<file path="config.mk">
export PLATFORM = sky130hd
export DESIGN_NAME = uart_rx_os_flat
export DESIGN_NICKNAME = d
export VERILOG_FILES = /design/src/rtl/uart_rx_os_if.sv /design/src/rtl/uart_rx_os.sv /design/src/flat_wrapper.sv
export SDC_FILE = /design/constraint.sdc
export NUM_CORES = 1
export LEC_CHECK = 0
export CORE_MARGIN = 5
export CORE_UTILIZATION = 35
export CTS_CLUSTER_DIAMETER = 120
export DETAILED_ROUTE_END_ITERATION = 10
export DONT_BUFFER_PORTS = 1
export PLACE_DENSITY_LB_ADDON = 0.08
export SETUP_SLACK_MARGIN = 0.4
export SYNTH_ARGS = -nofsm -noshare
export SYNTH_HDL_FRONTEND = slang
export SYNTH_SLANG_ARGS = --single-unit
</file>
<file path="constraint.sdc">
create_clock -name clk -period 2.4 [get_ports clk]
set_clock_uncertainty 0.05 [all_clocks]
set_input_delay 0.48 -clock clk [delete_from_list [all_inputs] [get_ports clk]]
set_output_delay 0.48 -clock clk [all_outputs]
set_load 0.05 [all_outputs]
</file>
<file path="src/rtl/uart_rx_os_if.sv">
// Received-word handshake bundle between uart_rx_os (master) and its consumer (slave).
interface uart_rx_os_if;
  logic [8:0] data;
  logic       valid;
  logic       ready;
  logic       parity_err;
  logic       frame_err;
  logic       overrun;
  logic       brk;

  modport master (output data, valid, parity_err, frame_err, overrun, brk, input ready);
  modport slave  (input data, valid, parity_err, frame_err, overrun, brk, output ready);
endinterface

</file>
<file path="src/rtl/uart_rx_os.sv">
// 16x-oversampling UART receiver: 2-flop sync, 3-sample majority, parity/stop checks, valid/ready out.
// Optional break detection (BREAK_WAIT state, brk pulse) enabled by defining UART_RX_OS_BREAK_EN.
module uart_rx_os #(
  parameter int CLK_HZ    = 50_000_000,
  parameter int BAUD      = 115200,
  parameter int DATA_BITS = 8,
  parameter int PARITY    = 0,
  parameter int STOP_BITS = 1
) (
  input  logic         clk,
  input  logic         rst,
  input  logic         rx,
  uart_rx_os_if.master rxo
);
  localparam int DIV = CLK_HZ / (BAUD * 16);
  localparam int TW  = (DIV > 2) ? $clog2(DIV) : 1;
  localparam logic [TW-1:0] CNT_MAX   = TW'(DIV - 1);
  localparam logic [3:0]    LAST_DATA = 4'(DATA_BITS - 1);
  localparam logic [3:0]    LAST_STOP = 4'(STOP_BITS - 1);

  if (DIV < 2) begin : g_div_chk
    $error("uart_rx_os: CLK_HZ/(BAUD*16) must be >= 2");
  end
  if (DATA_BITS < 5 || DATA_BITS > 9) begin : g_db_chk
    $error("uart_rx_os: DATA_BITS must be 5..9");
  end
  if (PARITY < 0 || PARITY > 2) begin : g_par_chk
    $error("uart_rx_os: PARITY must be 0, 1 or 2");
  end
  if (STOP_BITS < 1 || STOP_BITS > 2) begin : g_sb_chk
    $error("uart_rx_os: STOP_BITS must be 1 or 2");
  end

  typedef enum logic [2:0] {
    S_IDLE, S_START, S_DATA, S_PAR, S_STOP
`ifdef UART_RX_OS_BREAK_EN
    , S_BRKW
`endif
  } state_t;

  typedef struct packed {
    logic [8:0] data;
    logic       perr;
    logic       ferr;
  } word_t;

  state_t        state_q, state_d;
  logic [1:0]    sync_q, sync_d;
  logic [TW-1:0] cnt_q, cnt_d;
  logic [3:0]    sub_q, sub_d;
  logic [3:0]    bit_q, bit_d;
  logic [1:0]    smp_q, smp_d;
  logic [8:0]    sh_q, sh_d;
  logic          par_q, par_d;
  logic          ferr_q, ferr_d;
  word_t         out_q, out_d;
  logic          valid_q, valid_d;
  logic          ovr_q, ovr_d;
`ifdef UART_RX_OS_BREAK_EN
  logic          stop0_q, stop0_d;
  logic          brk_q, brk_d;
  logic          first0;
`endif

  logic rxs, tick, maj, eval, bit_end, perr_w, fe_w;

  assign sync_d  = {sync_q[0], rx};
  assign rxs     = sync_q[1];
  assign tick    = (cnt_q == CNT_MAX);
  assign eval    = tick && (sub_q == 4'd9);
  assign bit_end = tick && (sub_q == 4'd15);
  // smp_q[0] holds the tick-7 sample, smp_q[1] the tick-8 sample; rxs is the tick-9 sample.
  assign maj     = (smp_q[0] & smp_q[1]) | (smp_q[0] & rxs) | (smp_q[1] & rxs);
  assign perr_w  = (PARITY == 1) ? ~(^sh_q ^ par_q) :
                   (PARITY == 2) ?  (^sh_q ^ par_q) : 1'b0;
  assign fe_w    = ferr_q | ~maj;

  always_comb begin
    state_d = state_q;
    cnt_d   = tick ? '0 : cnt_q + 1'b1;
    sub_d   = tick ? sub_q + 4'd1 : sub_q;
    bit_d   = bit_q;
    smp_d   = smp_q;
    sh_d    = sh_q;
    par_d   = par_q;
    ferr_d  = ferr_q;
    out_d   = out_q;
    valid_d = valid_q;
    ovr_d   = ovr_q;
`ifdef UART_RX_OS_BREAK_EN
    stop0_d = stop0_q;
    brk_d   = 1'b0;
    first0  = (bit_q == 4'd0) ? ~maj : stop0_q;
`endif

    if (tick && sub_q == 4'd7) smp_d[0] = rxs;
    if (tick && sub_q == 4'd8) smp_d[1] = rxs;

    if (valid_q && rxo.ready) begin
      valid_d = 1'b0;
      ovr_d   = 1'b0;
    end

    case (state_q)
      S_IDLE: begin
        if (!rxs) begin
          state_d = S_START;
          cnt_d   = '0;
          sub_d   = '0;
          bit_d   = '0;
          sh_d    = '0;
          par_d   = 1'b0;
          ferr_d  = 1'b0;
`ifdef UART_RX_OS_BREAK_EN
          stop0_d = 1'b0;
`endif
        end
      end
      S_START: begin
        if (eval && maj) state_d = S_IDLE;
        else if (bit_end) begin
          state_d = S_DATA;
          bit_d   = '0;
        end
      end
      S_DATA: begin
        if (eval) sh_d[bit_q] = maj;
        if (bit_end) begin
          if (bit_q == LAST_DATA) begin
            bit_d   = '0;
            state_d = (PARITY != 0) ? S_PAR : S_STOP;
          end else begin
            bit_d = bit_q + 4'd1;
          end
        end
      end
      S_PAR: begin
        if (eval) par_d = maj;
        if (bit_end) begin
          bit_d   = '0;
          state_d = S_STOP;
        end
      end
      S_STOP: begin
        if (eval && bit_q == LAST_STOP) begin
          // Leave at the final evaluation rather than the bit end to tolerate rate skew.
          state_d = S_IDLE;
`ifdef UART_RX_OS_BREAK_EN
          if (sh_q == '0 && first0) begin
            brk_d   = 1'b1;
            state_d = S_BRKW;
            sub_d   = '0;
          end else
`endif
          if (!valid_q || rxo.ready) begin
            out_d.data = sh_q;
            out_d.perr = perr_w;
            out_d.ferr = fe_w;
            valid_d    = 1'b1;
            ovr_d      = 1'b0;
          end else begin
            ovr_d = 1'b1;
          end
        end else begin
          if (eval) begin
            ferr_d = fe_w;
`ifdef UART_RX_OS_BREAK_EN
            if (bit_q == 4'd0) stop0_d = ~maj;
`endif
          end
          if (bit_end) bit_d = bit_q + 4'd1;
        end
      end
`ifdef UART_RX_OS_BREAK_EN
      S_BRKW: begin
        // sub_q counts consecutive high ticks; any low tick restarts the count.
        if (tick) begin
          if (!rxs) sub_d = '0;
          else if (sub_q == 4'd15) state_d = S_IDLE;
        end
      end
`endif
      default: state_d = S_IDLE;
    endcase
  end

  always_ff @(posedge clk) begin
    if (rst) begin
      state_q <= S_IDLE;
      sync_q  <= 2'b11;
      cnt_q   <= '0;
      sub_q   <= '0;
      bit_q   <= '0;
      smp_q   <= '0;
      sh_q    <= '0;
      par_q   <= 1'b0;
      ferr_q  <= 1'b0;
      out_q   <= '0;
      valid_q <= 1'b0;
      ovr_q   <= 1'b0;
`ifdef UART_RX_OS_BREAK_EN
      stop0_q <= 1'b0;
      brk_q   <= 1'b0;
`endif
    end else begin
      state_q <= state_d;
      sync_q  <= sync_d;
      cnt_q   <= cnt_d;
      sub_q   <= sub_d;
      bit_q   <= bit_d;
      smp_q   <= smp_d;
      sh_q    <= sh_d;
      par_q   <= par_d;
      ferr_q  <= ferr_d;
      out_q   <= out_d;
      valid_q <= valid_d;
      ovr_q   <= ovr_d;
`ifdef UART_RX_OS_BREAK_EN
      stop0_q <= stop0_d;
      brk_q   <= brk_d;
`endif
    end
  end

  assign rxo.data       = out_q.data;
  assign rxo.valid      = valid_q;
  assign rxo.parity_err = out_q.perr;
  assign rxo.frame_err  = out_q.ferr;
  assign rxo.overrun    = ovr_q;
`ifdef UART_RX_OS_BREAK_EN
  assign rxo.brk        = brk_q;
`else
  assign rxo.brk        = 1'b0;
`endif
endmodule

</file>
<file path="src/flat_wrapper.sv">
// flat-port wrapper written by rule: the top's interface ports become plain ports
module uart_rx_os_flat 
#(
  parameter int CLK_HZ    = 50_000_000,
  parameter int BAUD      = 115200,
  parameter int DATA_BITS = 8,
  parameter int PARITY    = 0,
  parameter int STOP_BITS = 1
)
  (clk, rst, rx, rxo_data, rxo_valid, rxo_parity_err, rxo_frame_err, rxo_overrun, rxo_brk, rxo_ready);
  uart_rx_os_if rxo_i ();
  input  logic clk;
  input  logic rst;
  input  logic rx;
  output wire logic [$bits(rxo_i.data)-1:0] rxo_data;
  output wire logic [$bits(rxo_i.valid)-1:0] rxo_valid;
  output wire logic [$bits(rxo_i.parity_err)-1:0] rxo_parity_err;
  output wire logic [$bits(rxo_i.frame_err)-1:0] rxo_frame_err;
  output wire logic [$bits(rxo_i.overrun)-1:0] rxo_overrun;
  output wire logic [$bits(rxo_i.brk)-1:0] rxo_brk;
  input wire logic [$bits(rxo_i.ready)-1:0] rxo_ready;
  assign rxo_data = rxo_i.data;
  assign rxo_valid = rxo_i.valid;
  assign rxo_parity_err = rxo_i.parity_err;
  assign rxo_frame_err = rxo_i.frame_err;
  assign rxo_overrun = rxo_i.overrun;
  assign rxo_brk = rxo_i.brk;
  assign rxo_i.ready = rxo_ready;
  uart_rx_os #(.CLK_HZ(CLK_HZ), .BAUD(BAUD), .DATA_BITS(DATA_BITS), .PARITY(PARITY), .STOP_BITS(STOP_BITS)) u_core (.clk(clk), .rst(rst), .rx(rx), .rxo(rxo_i));
endmodule
</file>
==> out/qor.txt <==
Die Height: 86.8 um
Worst skew pair latency: 290 ps
Clk buf depth: 2
Worst setup SP type: flop
FP Rows: 28
FF-to-FF path depth: 5
Port bufs: 0
Status: completed
Final min period: 1930 ps
Reg2Reg Capture Point: u_core.bit_q[3]
Final hold violations: 0
Synthesis warning total: 0
Htree depth: 2
Gpl congestion: 0.711
Post-synth ARST share: 0%
Critical path origin: u_core.sub_q[1]
Internal power: 1.16 mW
Clk pwr share: 48.2%
Critical path required time: 2530 ps
Setup TNS: 0 ps
Endpoint type of the worst setup path: flop
Most common cell in the synthesized netlist: dfxtp_1
Total congestion overflow: 0
Worst Max-Slew Pin Slew: 638 ps
Global-route wire length before repair: 7860 um
Root buffer cell: clkbuf_8
Die footprint: 0.00753 sq mm
Pins Over Slew Limit: 0
Switch Pwr: 0.291 mW
CTS tree: done
Leakage: 0.813 nW
WP data arrival: 2060 ps
RSZ-0062 raised after global routing: true
Max-slew headroom: 57.4%
Vias/cell: 5.34
I/O pin count: 18
Post-synth top cells: 42 x dfxtp_1, 23 x nand3_1, 18 x a21oi_1, 18 x nand2_1, 16 x nor2_1
Combinational fraction of design power: 2.9%
Drt wl/cell: 15.0 um
Peak VDD IR: 0.269 mV
Yosys top cell by area: dfxtp_1
Largest net degree at the start of global routing: 30
CTS Buf Count: 5
Yosys cell types: 51
Fmax: 519 MHz
Fin util: 39.8%
Area Growth Syn to Fin: 12.1%
Detailed Route WL: 4650 um
Ys flop type: dfxtp_1
Hpwl dp: 3250 um
Vias in the first global route: 1620
DRT Pass-1 Iters: 4
Vias: 1661
Number of synthesized flops with an enable pin: 0
Post-Syn Instances: 235
Syn_area_per_cell: 8.77 sq um
Hold/Removal Path Class: in2reg
Worst-path fanout max: 4
P per Cell Area: 628 mW/mm^2
Pwr Total: 1.45 mW
Hold depth: 1
Post-Syn Area: 0.00206 sq mm
Initial antenna violation count: 0
Synth top area share: 40.8%
N_diodes: 0
Initial Util: 35.5%
Final routed DRC violation total: 0
Post-CTS Setup Bufs: 0
Fill count: 619
Hold Path Sink: u_core.rxo.data[0]
Clk sinks: 42
Final setup violation count: 0
Largest cells by area after synthesis: dfxtp_1 41%, nand3_1 5.6%, ha_1 5.5%
Final Cycle Share: 80.3%
Clk pin slew, worst setup/hold paths: 90 ps
Initial DRC count: 110
Setup CP Type: reg2reg
All-Layer GR Usage: 13.2%
Reg2reg setup slack: 470 ps
Max-cap viol count: 0
CORE AREA: 0.00582 sq mm
Die width: 86.8 um
Layout cells sized above 1: 16.1%
Yosys reg bits: 42
Seq/Total Area, Yosys: 40.8%
Final ANT Viol Nets: 0
Flop pwr share: 48.9%
Reg2reg start: u_core.sub_q[1]
Hold Startpoint: rst
Switch share: 20.1%
Layout net count: 248
-- how the worst max path moves through the flow --
stage | slack [ps] | endpoint
after CTS | 400 | u_core.rxo.data[7]
final | 470 | u_core.bit_q[3]
after detailed placement | 360 | u_core.rxo.data[7]
after global placement | 430 | u_core.rxo.data[7]
after floorplan | 560 | u_core.rxo.frame_err
after global routing | 360 | u_core.bit_q[3]
-- state kept, by name, summed over array words and instances, names as in the netlist --
| name | flops |
|---|---|
| u_core.rxo.valid | 1 |
| u_core.cnt_q | 5 |
| u_core.rxo.overrun | 1 |
| u_core.bit_q | 4 |
| u_core.rxo.data | 9 |
| u_core.sh_q | 9 |
| u_core.rxo.frame_err | 1 |
| u_core.ferr_q | 1 |
| u_core.sync_q | 2 |
| u_core.sub_q | 4 |
| u_core.state_q | 3 |
| u_core.smp_q | 2 |
-- worst max-delay path: stages (launching register included) --
cell and delay (ps):
dfxtp_1 380, ha_1 210, nand3_1 160, or4b_2 710, a22oi_1 220, o32ai_1 90
-- layer usage --
metal,up-vias,share of wire (%),global-route usage (%)
met5,-,0,0
met4,0,1.0,4.25
met3,6,3.9,2.66
met2,27,48,21.1
met1,791,47,17.9
li1,837,-,-
-- per-stage QoR --
step,instances,hold WS [ps],worst slack (ps),instance area (sq um)
after floorplan,236,339,558,2070
after global placement,302,348,431,2120
after detailed placement,302,348,360,2120
after CTS,311,187,402,2280
after global routing,311,186,359,2310
final,311,196,473,2310
-- cells by family (layout without fill, tap and decap cells) --
family	Yosys count	count (layout)	synth area share [%]
compound gates	47	47	14.2
xor+xnor	5	5	2.12
fa+ha+maj	10	10	5.95
buf+inv	23	23	5.64
flops	42	42	40.8
mux	8	8	3.88
other cells	1	2	0.182
simple gates	99	99	27.2
-- what timing repair did --
action	4_1_cts	5_1_grt
resized for setup	4	11
gates cloned	1	0
setup endpoints to repair	10	21
hold buffers	0	0
pin swaps	1	2
-- power groups by stage --
stage / Combinational (mW) / Sequential, mW / Clock [mW]
2_1_floorplan: 0.0399 / 0.725 / 0
6_report: 0.0419 / 0.710 / 0.701
3_3_place_gp: 0.0419 / 0.727 / 0
3_5_place_dp: 0.0412 / 0.727 / 0
5_1_grt: 0.0475 / 0.712 / 0.747
4_1_cts: 0.0414 / 0.711 / 0.718
-- final cells by class --
class	count	area, sq um	area share, %
well taps	75	93.8	4.06
inverters	7	26.3	1.14
multi-input cells	171	1150	49.6
clock inverters	2	60.1	2.60
repair buffers	8	57.6	2.49
flip-flops and latches	42	846	36.6
clock buffers	6	82.6	3.57
-- placed cells by master, fill, tap and decap left out, types with 4 or more instances in the layout --
cell	n
nand3_1	23
xor2_1	4
mux2i_1	8
nor3_1	4
o31ai_1	4
clkbuf_8	6
dfxtp_2	4
ha_1	8
inv_1	5
nor2_1	16
o21ai_0	12
a21oi_1	17
buf_4	7
nand2_1	18
dfxtp_1	38
Note: power is estimated with default switching activity, not from simulation.
